File: config.mk
export PLATFORM = sky130hd
export DESIGN_NAME = branch_resolve_ctrl
export DESIGN_NICKNAME = d
export VERILOG_FILES = /design/src/rtl/branch_resolve_ctrl.sv
export SDC_FILE = /design/constraint.sdc
export NUM_CORES = 1
export LEC_CHECK = 0
export CORE_MARGIN = 10
export CORE_UTILIZATION = 35
export DETAILED_ROUTE_END_ITERATION = 12
export PLACE_DENSITY = 0.78
export SLEW_MARGIN = 20
export SYNTH_ARGS = -nofsm -noshare
export SYNTH_HDL_FRONTEND = slang
export SYNTH_SLANG_ARGS = --single-unit
File: constraint.sdc
create_clock -name clk -period 4.9 [get_ports clk]
set_input_delay 1.47 -clock clk [delete_from_list [all_inputs] [get_ports clk]]
set_output_delay 1.47 -clock clk [all_outputs]
set_load 0.05 [all_outputs]
File: src/rtl/branch_resolve_ctrl.sv
// branch_resolve_ctrl
//   ID-stage branch controller for the 5-stage pipeline. It sequences the
//   branch comparator for beq/bne/bgez/bgtz/blez/bltz. It stalls PC and IF/ID
//   until both branch operands can be forwarded, and it drives the operand
//   forwarding selects. On a taken branch it issues the PC redirect and the
//   IF/ID flush.
//
// Optional feature: define BRANCH_STATS_EN to add three CNT_W-bit statistics
//   counters. They count resolved branches, taken branches and stall cycles.
//
// Ports
//   clk, rst_n                  clock, asynchronous active-low reset
//   ID_Branch, ID_ALUCode       branch valid / branch code in ID
//   ID_RsAddr, ID_RtAddr        branch source registers
//   EX_/MEM_/WB_ RegWrite,      destination info of older instructions
//     MemRead, WriteReg           (WB has no load flag)
//   Z                           comparator result on forwarded operands
//   Stall                       hold PC and IF/ID, bubble into ID/EX
//   Flush_IFID, PCSrc_Br        taken-branch squash and redirect
//   ForwardRs, ForwardRt        00 regfile, 01 EX/MEM ALU, 10 MEM/WB data
//   Resolved                    branch evaluated this cycle
//   StatBranches, StatTaken,
//   StatStallCyc                statistics (BRANCH_STATS_EN only)
module branch_resolve_ctrl #(
  parameter int CNT_W = 32
) (
  input  logic             clk,
  input  logic             rst_n,
  input  logic             ID_Branch,
  input  logic [4:0]       ID_ALUCode,
  input  logic [4:0]       ID_RsAddr,
  input  logic [4:0]       ID_RtAddr,
  input  logic             EX_RegWrite,
  input  logic             EX_MemRead,
  input  logic [4:0]       EX_WriteReg,
  input  logic             MEM_RegWrite,
  input  logic             MEM_MemRead,
  input  logic [4:0]       MEM_WriteReg,
  input  logic             WB_RegWrite,
  input  logic [4:0]       WB_WriteReg,
  input  logic             Z,
  output logic             Stall,
  output logic             Flush_IFID,
  output logic             PCSrc_Br,
  output logic [1:0]       ForwardRs,
  output logic [1:0]       ForwardRt,
  output logic             Resolved
`ifdef BRANCH_STATS_EN
  ,
  output logic [CNT_W-1:0] StatBranches,
  output logic [CNT_W-1:0] StatTaken,
  output logic [CNT_W-1:0] StatStallCyc
`endif
);

  localparam logic [4:0] CODE_BEQ  = 5'b01010;
  localparam logic [4:0] CODE_BNE  = 5'b01011;
  localparam logic [4:0] CODE_BLTZ = 5'b01111;

  typedef enum logic {
    S_IDLE,
    S_WAIT
  } state_t;

  state_t     state, nextState;
  logic [1:0] cnt, nextCnt;

  logic       branchValid;
  logic       usesRt;
  logic       rsEx, rsMem, rsWb;
  logic       rtEx, rtMem, rtWb;
  logic [1:0] needRs, needRt, stallNeed;
  logic       resolveNow;

  // Operand matching. Register 0 never matches. rt is not an operand of the
  // single-register compares, so it is masked out for those codes.
  always_comb begin
    // Outputs are also gated by rst_n, so they drop as soon as reset is
    // asserted rather than at the next clock edge.
    branchValid = rst_n && ID_Branch &&
                  (ID_ALUCode >= CODE_BEQ) && (ID_ALUCode <= CODE_BLTZ);
    usesRt      = (ID_ALUCode == CODE_BEQ) || (ID_ALUCode == CODE_BNE);

    rsEx  = EX_RegWrite  && (EX_WriteReg  == ID_RsAddr) && (ID_RsAddr != '0);
    rsMem = MEM_RegWrite && (MEM_WriteReg == ID_RsAddr) && (ID_RsAddr != '0);
    rsWb  = WB_RegWrite  && (WB_WriteReg  == ID_RsAddr) && (ID_RsAddr != '0);

    rtEx  = usesRt && EX_RegWrite  && (EX_WriteReg  == ID_RtAddr) && (ID_RtAddr != '0);
    rtMem = usesRt && MEM_RegWrite && (MEM_WriteReg == ID_RtAddr) && (ID_RtAddr != '0);
    rtWb  = usesRt && WB_RegWrite  && (WB_WriteReg  == ID_RtAddr) && (ID_RtAddr != '0);
  end

  // Stall cycles still needed per operand. A load in EX needs two cycles.
  // An ALU result in EX needs one. A load in MEM needs one more.
  always_comb begin
    if (rsEx)                    needRs = EX_MemRead ? 2'd2 : 2'd1;
    else if (rsMem && MEM_MemRead) needRs = 2'd1;
    else                         needRs = 2'd0;

    if (rtEx)                    needRt = EX_MemRead ? 2'd2 : 2'd1;
    else if (rtMem && MEM_MemRead) needRt = 2'd1;
    else                         needRt = 2'd0;

    stallNeed = (needRs > needRt) ? needRs : needRt;
  end

  // Forwarding selects follow the live pipeline inputs. An ALU result in
  // MEM wins over a writer in WB. A load still in MEM is never forwarded.
  always_comb begin
    ForwardRs = 2'b00;
    ForwardRt = 2'b00;
    if (branchValid) begin
      if (rsMem && !MEM_MemRead) ForwardRs = 2'b01;
      else if (rsWb)             ForwardRs = 2'b10;
      if (rtMem && !MEM_MemRead) ForwardRt = 2'b01;
      else if (rtWb)             ForwardRt = 2'b10;
    end
  end

  // Next-state and stall logic. An invalid or absent branch leaves the
  // state and counter untouched.
  always_comb begin
    nextState  = state;
    nextCnt    = cnt;
    Stall      = 1'b0;
    resolveNow = 1'b0;
    if (branchValid) begin
      unique case (state)
        S_IDLE: begin
          if (stallNeed == 2'd0) begin
            resolveNow = 1'b1;
          end else begin
            Stall     = 1'b1;
            nextCnt   = stallNeed - 2'd1;
            nextState = S_WAIT;
          end
        end
        S_WAIT: begin
          if (cnt != '0) begin
            Stall   = 1'b1;
            nextCnt = cnt - 2'd1;
          end else begin
            resolveNow = 1'b1;
            nextState  = S_IDLE;
          end
        end
        default: nextState = S_IDLE;
      endcase
    end
  end

  // A resolve cycle never stalls, so Stall and Flush_IFID are exclusive.
  always_comb begin
    Resolved   = resolveNow;
    PCSrc_Br   = resolveNow && Z;
    Flush_IFID = resolveNow && Z;
  end

  always_ff @(posedge clk or negedge rst_n) begin
    if (!rst_n) begin
      state <= S_IDLE;
      cnt   <= '0;
    end else begin
      state <= nextState;
      cnt   <= nextCnt;
    end
  end

`ifdef BRANCH_STATS_EN
  // Free-running statistics. They wrap at 2^CNT_W.
  always_ff @(posedge clk or negedge rst_n) begin
    if (!rst_n) begin
      StatBranches <= '0;
      StatTaken    <= '0;
      StatStallCyc <= '0;
    end else begin
      if (Resolved)       StatBranches <= StatBranches + 1'b1;
      if (Resolved && Z)  StatTaken    <= StatTaken + 1'b1;
      if (Stall)          StatStallCyc <= StatStallCyc + 1'b1;
    end
  end
`endif

endmodule

# After elaboration in Yosys (flattened, before gate mapping)
# Cells that the tools add are included.
dict set report op_classes {
  add_sub_neg 2
  n_lt_le_gt_ge 3
  n_eq_ne 10
  mux 23
  n_bitwise 1
  reduce_logical 30
}
# op n
set ops {}
lappend ops {{equality test 5 bit} 6}
lappend ops {{2-to-1 mux 2 bit} 12}
lappend ops {{logical AND 1 bit} 23}
lappend ops {{equality test 5 x 4 -> 1 bit, second input constant} 2}
lappend ops {{nonzero test 5 bit} 2}
lappend ops {{2-to-1 mux 1 bit} 8}
lappend ops {{greater-or-equal comparator 5 x 4 -> 1 bit, second input constant} 1}
lappend ops {{<= comparator 5 x 4 -> 1 bit, second input constant} 1}
lappend ops {{one-hot mux 1 bit (2 select lines)} 2}
lappend ops {{one-hot mux 2 bit (2 select lines)} 1}
lappend ops {{subtractor 2 x 1 -> 2 bit, second input constant} 2}
lappend ops {{AND reduction 3 bit} 1}
lappend ops {{greater-than comparator 2 bit} 1}
lappend ops {{logical NOT 2 bit} 1}
lappend ops {{inequality test 2 x 1 -> 1 bit, second input constant} 1}
lappend ops {{inequality test 2 bit, second input constant} 1}
lappend ops {{nonzero test 2 bit} 1}
lappend ops {{logical NOT 1 bit} 1}
lappend ops {{logical OR 1 bit} 1}
lappend ops {{inverter 1 bit} 1}
dict set report word_totals {
  ff_bits 3
  in_bits 39
  out_inout_bits 8
  wordCells 71
}

# Depth between registers and ports, before layout
dict set report depth {
  depth_word 15
  ltp_mapped 14
  mapped_depth_nobuf 12
}

# Least setup slack after synthesis
# No wires, ideal clock.
dict set report synth_timing {
  kind {input-to-output}
  startpoint {input port ID_RtAddr[1]}
  endpoint {output port Stall}
  t_arrival_ns 4.588
  required_time_ns 3.430
  path_slack_ns -1.158
  cell_stages 9
  path_buffers 0
  path_cell_list {or4_4 o2111ai_4 nor4_1 a31o_2 ha_1 a21oi_1 a311o_1 nand2_1 a311oi_1}
}
dict set report synth_between {
  elab_chain_cells 12
  word_cells_on_any_way 16
  cone_classes {order compare (1); eq/ne (2); mux (6); reduce/logical (7)}
}
# element line_no
set synth_lines {}
lappend synth_lines {{start: declaration} 32} ;# input logic [4:0] ID_RtAddr,
lappend synth_lines {{equality test 5 bit} 89} ;# rtMem = usesRt && MEM_RegWrite && (MEM_WriteReg == ID_RtAddr) && (ID_RtAddr != '0);
lappend synth_lines {{logical AND 1 bit (2 in a row)} 89}
lappend synth_lines {{logical AND 1 bit} 101} ;# else if (rtMem && MEM_MemRead) needRt = 2'd1;
lappend synth_lines {{2-to-1 mux 1 bit} 101}
lappend synth_lines {{2-to-1 mux 2 bit *} 100} ;# if (rtEx) needRt = EX_MemRead ? 2'd2 : 2'd1;
lappend synth_lines {{greater-than comparator 2 bit} 104} ;# stallNeed = (needRs > needRt) ? needRs : needRt;
lappend synth_lines {{2-to-1 mux 2 bit *} 104}
lappend synth_lines {{logical NOT 2 bit *} 130} ;# if (stallNeed == 2'd0) begin
lappend synth_lines {{2-to-1 mux 1 bit *} 130}
lappend synth_lines {{one-hot mux 1 bit (2 select lines) *} 128} ;# unique case (state)
lappend synth_lines {{2-to-1 mux 1 bit *} 127} ;# if (branchValid) begin
lappend synth_lines {{end: declaration} 42} ;# output logic Stall,
# Every way passes the cells marked *; elsewhere a longest branch is shown, timed or not.

# Worst setup path after layout
dict set report layout_timing {
  startpoint {input port ID_RtAddr[2]}
  endpoint {output port Flush_IFID}
}
dict set report layout_between {
  elab_chain_cells 13
  word_cells_on_any_way 17
  cone_classes {order compare (1); eq/ne (2); mux (6); reduce/logical (8)}
}
# element line_no
set layout_lines {}
lappend layout_lines {{equality test 5 bit} 89}
lappend layout_lines {{logical AND 1 bit (2 in a row)} 89}
lappend layout_lines {{logical AND 1 bit} 101}
lappend layout_lines {{2-to-1 mux 1 bit} 101}
lappend layout_lines {{2-to-1 mux 2 bit *} 100}
lappend layout_lines {{greater-than comparator 2 bit} 104}
lappend layout_lines {{2-to-1 mux 2 bit *} 104}
lappend layout_lines {{logical NOT 2 bit *} 130}
lappend layout_lines {{2-to-1 mux 1 bit *} 130}
lappend layout_lines {{one-hot mux 1 bit (2 select lines) *} 128}
lappend layout_lines {{2-to-1 mux 1 bit *} 127}
lappend layout_lines {{logical AND 1 bit *} 156} ;# Flush_IFID = resolveNow && Z;
lappend layout_lines {{end: declaration} 43} ;# output logic Flush_IFID,
# Marks and branches as above.

==> key figures <==
Worst setup path
  • Data required, critical path: 3.43 ns
  • Crit-path max cell delay: 0.54 ns
  • Critical Path Start Type: primary input
  • Crit path cell chain: buf_6 > or4_4 > o2111ai_4 > buf_6 > nor2_2 > a31o_4 > ha_4 > a21oi_2 > buf_4 > a311oi_4 > o21ai_2 > o21ai_4 > buf_12
  • Reg2reg setup slack: 3.80 ns
  • WP data arrival: 4.16 ns
  • Nature of the critical path endpoint: output port
  • CP max stage cell: or4_4
  • CP most frequent cell: buf_6
  • CP max FO: 4
  • Critical path class: primary input to output port

STA
  • Setup TNS Final: -2.66 ns
  • Setup Skew: 0.000144 ns
  • Final hold vios: 0
  • Final WS setup: -0.729 ns
  • Final period util: 1.15
  • Max_slew headroom: 0.589
  • RSZ-0062 raised after global routing: true
  • Worst-margin pin slew: 0.616 ns
  • Setup Viol. Count Final: 4
  • Slew Viols, Final: 0
  • Fin crit period: 5.63 ns
  • Fmax: 0.178 GHz

Yosys
  • Largest cells by area after synthesis: xnor2_1, xor2_1, dfrtp_1
  • Yosys warnings: 0
  • Number of synthesized flops with an enable pin: 0
  • Ys async rst share: 1.00
  • Synth area leader: xnor2_1
  • Most frequent cell after synthesis: xnor2_1
  • Sequential share of the synthesized area: 0.0885
  • Yosys cell types: 38
  • Synth Net Count: 155
  • Top-area cell type share of the netlist area: 0.217
  • Post-Synthesis Cell Area: 848 um^2
  • Synthesized instance count: 113
  • Commonest cells in the netlist: xnor2_1, nand2_1, xor2_1
  • Primary FF master, synth: dfrtp_1
  • Yosys reg bits: 3
  • Post-Synthesis Mean Instance Area: 7.51 um^2

GRT
  • Initial antenna violation count: 0
  • Gr ovfl total: 0
  • First-pass GRT wire length: 6880 um
  • Pin count of the biggest net entering global routing: 9
  • Vias in the first global route: 1381
  • Gr usage total: 0.168

Power
  • P per Cell Area: 110 nW/um^2
  • Pleak: 0.777 nW
  • Max VDD drop: 0.129 mV

Place
  • GP Congestion: 0.951
  • Cells after DPL: 217
  • Hpwl dp: 3350 um
  • Port-buffer cells: 45

Floorplan
  • Area of the core: 2250 um^2
  • Starting Density: 0.376
  • Total Die Area: 4790 um^2
  • I/O pins: 47
  • Die Ht: 69.2 um
  • Die Width: 69.2 um
  • Row cnt: 17

Drt
  • Final ANT Viol Nets: 0
  • WL per Instance: 20.0 um
  • DRT Wirelength: 4740 um
  • Drc violations: 0
  • DRT iter0 DRCs: 64
  • DRT Pass-1 Iters: 4
  • Via count: 1336
  • Vias/cell: 5.64

Finish
  • Multi-input logic area: 895 um^2
  • ANT cells: 0
  • Fill count: 132
  • Layout cell share with drive strength beyond 1: 0.459
  • Finished Layout Cells: 237
  • FF/Latch Area: 75.1 um^2
  • Nets: 252
  • P&R area growth vs syn: 125%

Clock tree
  • CTS root buf: clkbuf_4
  • CTS max path bufs: 2
  • Clock sinks: 3
  • Clock transition at path regs: 0.03 ns
  • CTS tree: built
  • Hold_buf cts: 0
  • H-tree levels: 1
  • Clk_lat worst skew: 0.23 ns
  • Clock buffer count from CTS: 3

Run
  • Number of max-cap violations: 0

Run status
  • Violated checks: setup timing
  • Status: finished with violations

Worst hold path
  • Type of the most critical hold path: flop to flop
## worst paths after layout
kind,from,end,cells after the start
max in group asynchronous,rst_n,state$_DFFE_PN0P_,1
max,ID_RtAddr[2],Flush_IFID,13
min,cnt[0]$_DFFE_PN0P_,cnt[0]$_DFFE_PN0P_,1
min in group asynchronous,rst_n,cnt[1]$_DFFE_PN0P_,1
max reg2reg,state$_DFFE_PN0P_,cnt[1]$_DFFE_PN0P_,2
min reg2reg,cnt[0]$_DFFE_PN0P_,cnt[0]$_DFFE_PN0P_,1
## what timing repair did
action / in CTS / in global routing
setup buffers: 9 / 7
resized for setup: 54 / 13
setup endpoints to repair: 4 / 4
pin swaps: 22 / 21
## cells in the final DEF (no fill, tap or decap), types with 3 or more instances in the layout
master            n
buf_12            7
buf_2             4
buf_4            48
buf_6             5
clkbuf_4          3
clkdlybuf4s50_1  18
dfrtp_1           3
dlygate4sd2_1     9
inv_1             3
nand2_1           8
nand3_1           6
nor2_1            5
nor3_1            6
o211ai_1          3
xnor2_1          21
xor2_1            9
## flip-flops by register name (all words and copies together), names as in the netlist
| name | flops |
|---|---|
| cnt | 2 |
| state | 1 |
## layout make-up
cell class / instances / area share
well taps: 28 / 0.0184
inverters: 5 / 0.00985
multi-input cells: 103 / 0.469
clock buffers: 4 / 0.0138
flip-flops and latches: 3 / 0.0394
repair buffers: 94 / 0.449
## worst max-delay path: cells and delay by family
kind	cells	cell delay, ns
buf+inv	4	0.57
compound gates	6	1.28
simple gates	2	0.58
fa+ha+maj	1	0.26
## per-layer routing
layer  part of all wire  wire, um  global-route usage  up-vias
met3              0.061       291              0.0271       16
li1                   -         -                   -      616
met5                  0         0                   0        -
met1               0.40      1890               0.188      635
met2               0.51      2420               0.310       69
met4              0.030       143              0.0510        0
## cell families after synthesis
family          after synthesis  share of synthesized area
compound gates               21                      0.215
xor+xnor                     30                      0.310
simple gates                 49                      0.307
flops                         3                     0.0885
buf+inv                       7                     0.0354
fa+ha+maj                     3                     0.0443
## through the flow
step	worst slack [ns]	hold slack, ns	power (mW)	util	area [um^2]
2_1_floorplan	-0.457	0.532	0.0863	-	922
3_3_place_gp	-0.905	0.555	0.152	0.757	1710
3_5_place_dp	-0.931	0.576	0.157	0.757	1710
4_1_cts	-0.533	0.590	0.202	0.798	1800
5_1_grt	-0.824	0.609	0.220	0.845	1910
6_report	-0.729	0.598	0.209	0.845	1910
## report_power, final
part	internal (mW)	switching, mW	leakage, nW
Sequential	0.0299	0.00699	0.0350
Combinational	0.0683	0.0615	0.728
Clock	0.0305	0.0122	0.0150
Total	0.129	0.0807	0.777
Note: power is estimated with default switching activity, not from simulation.
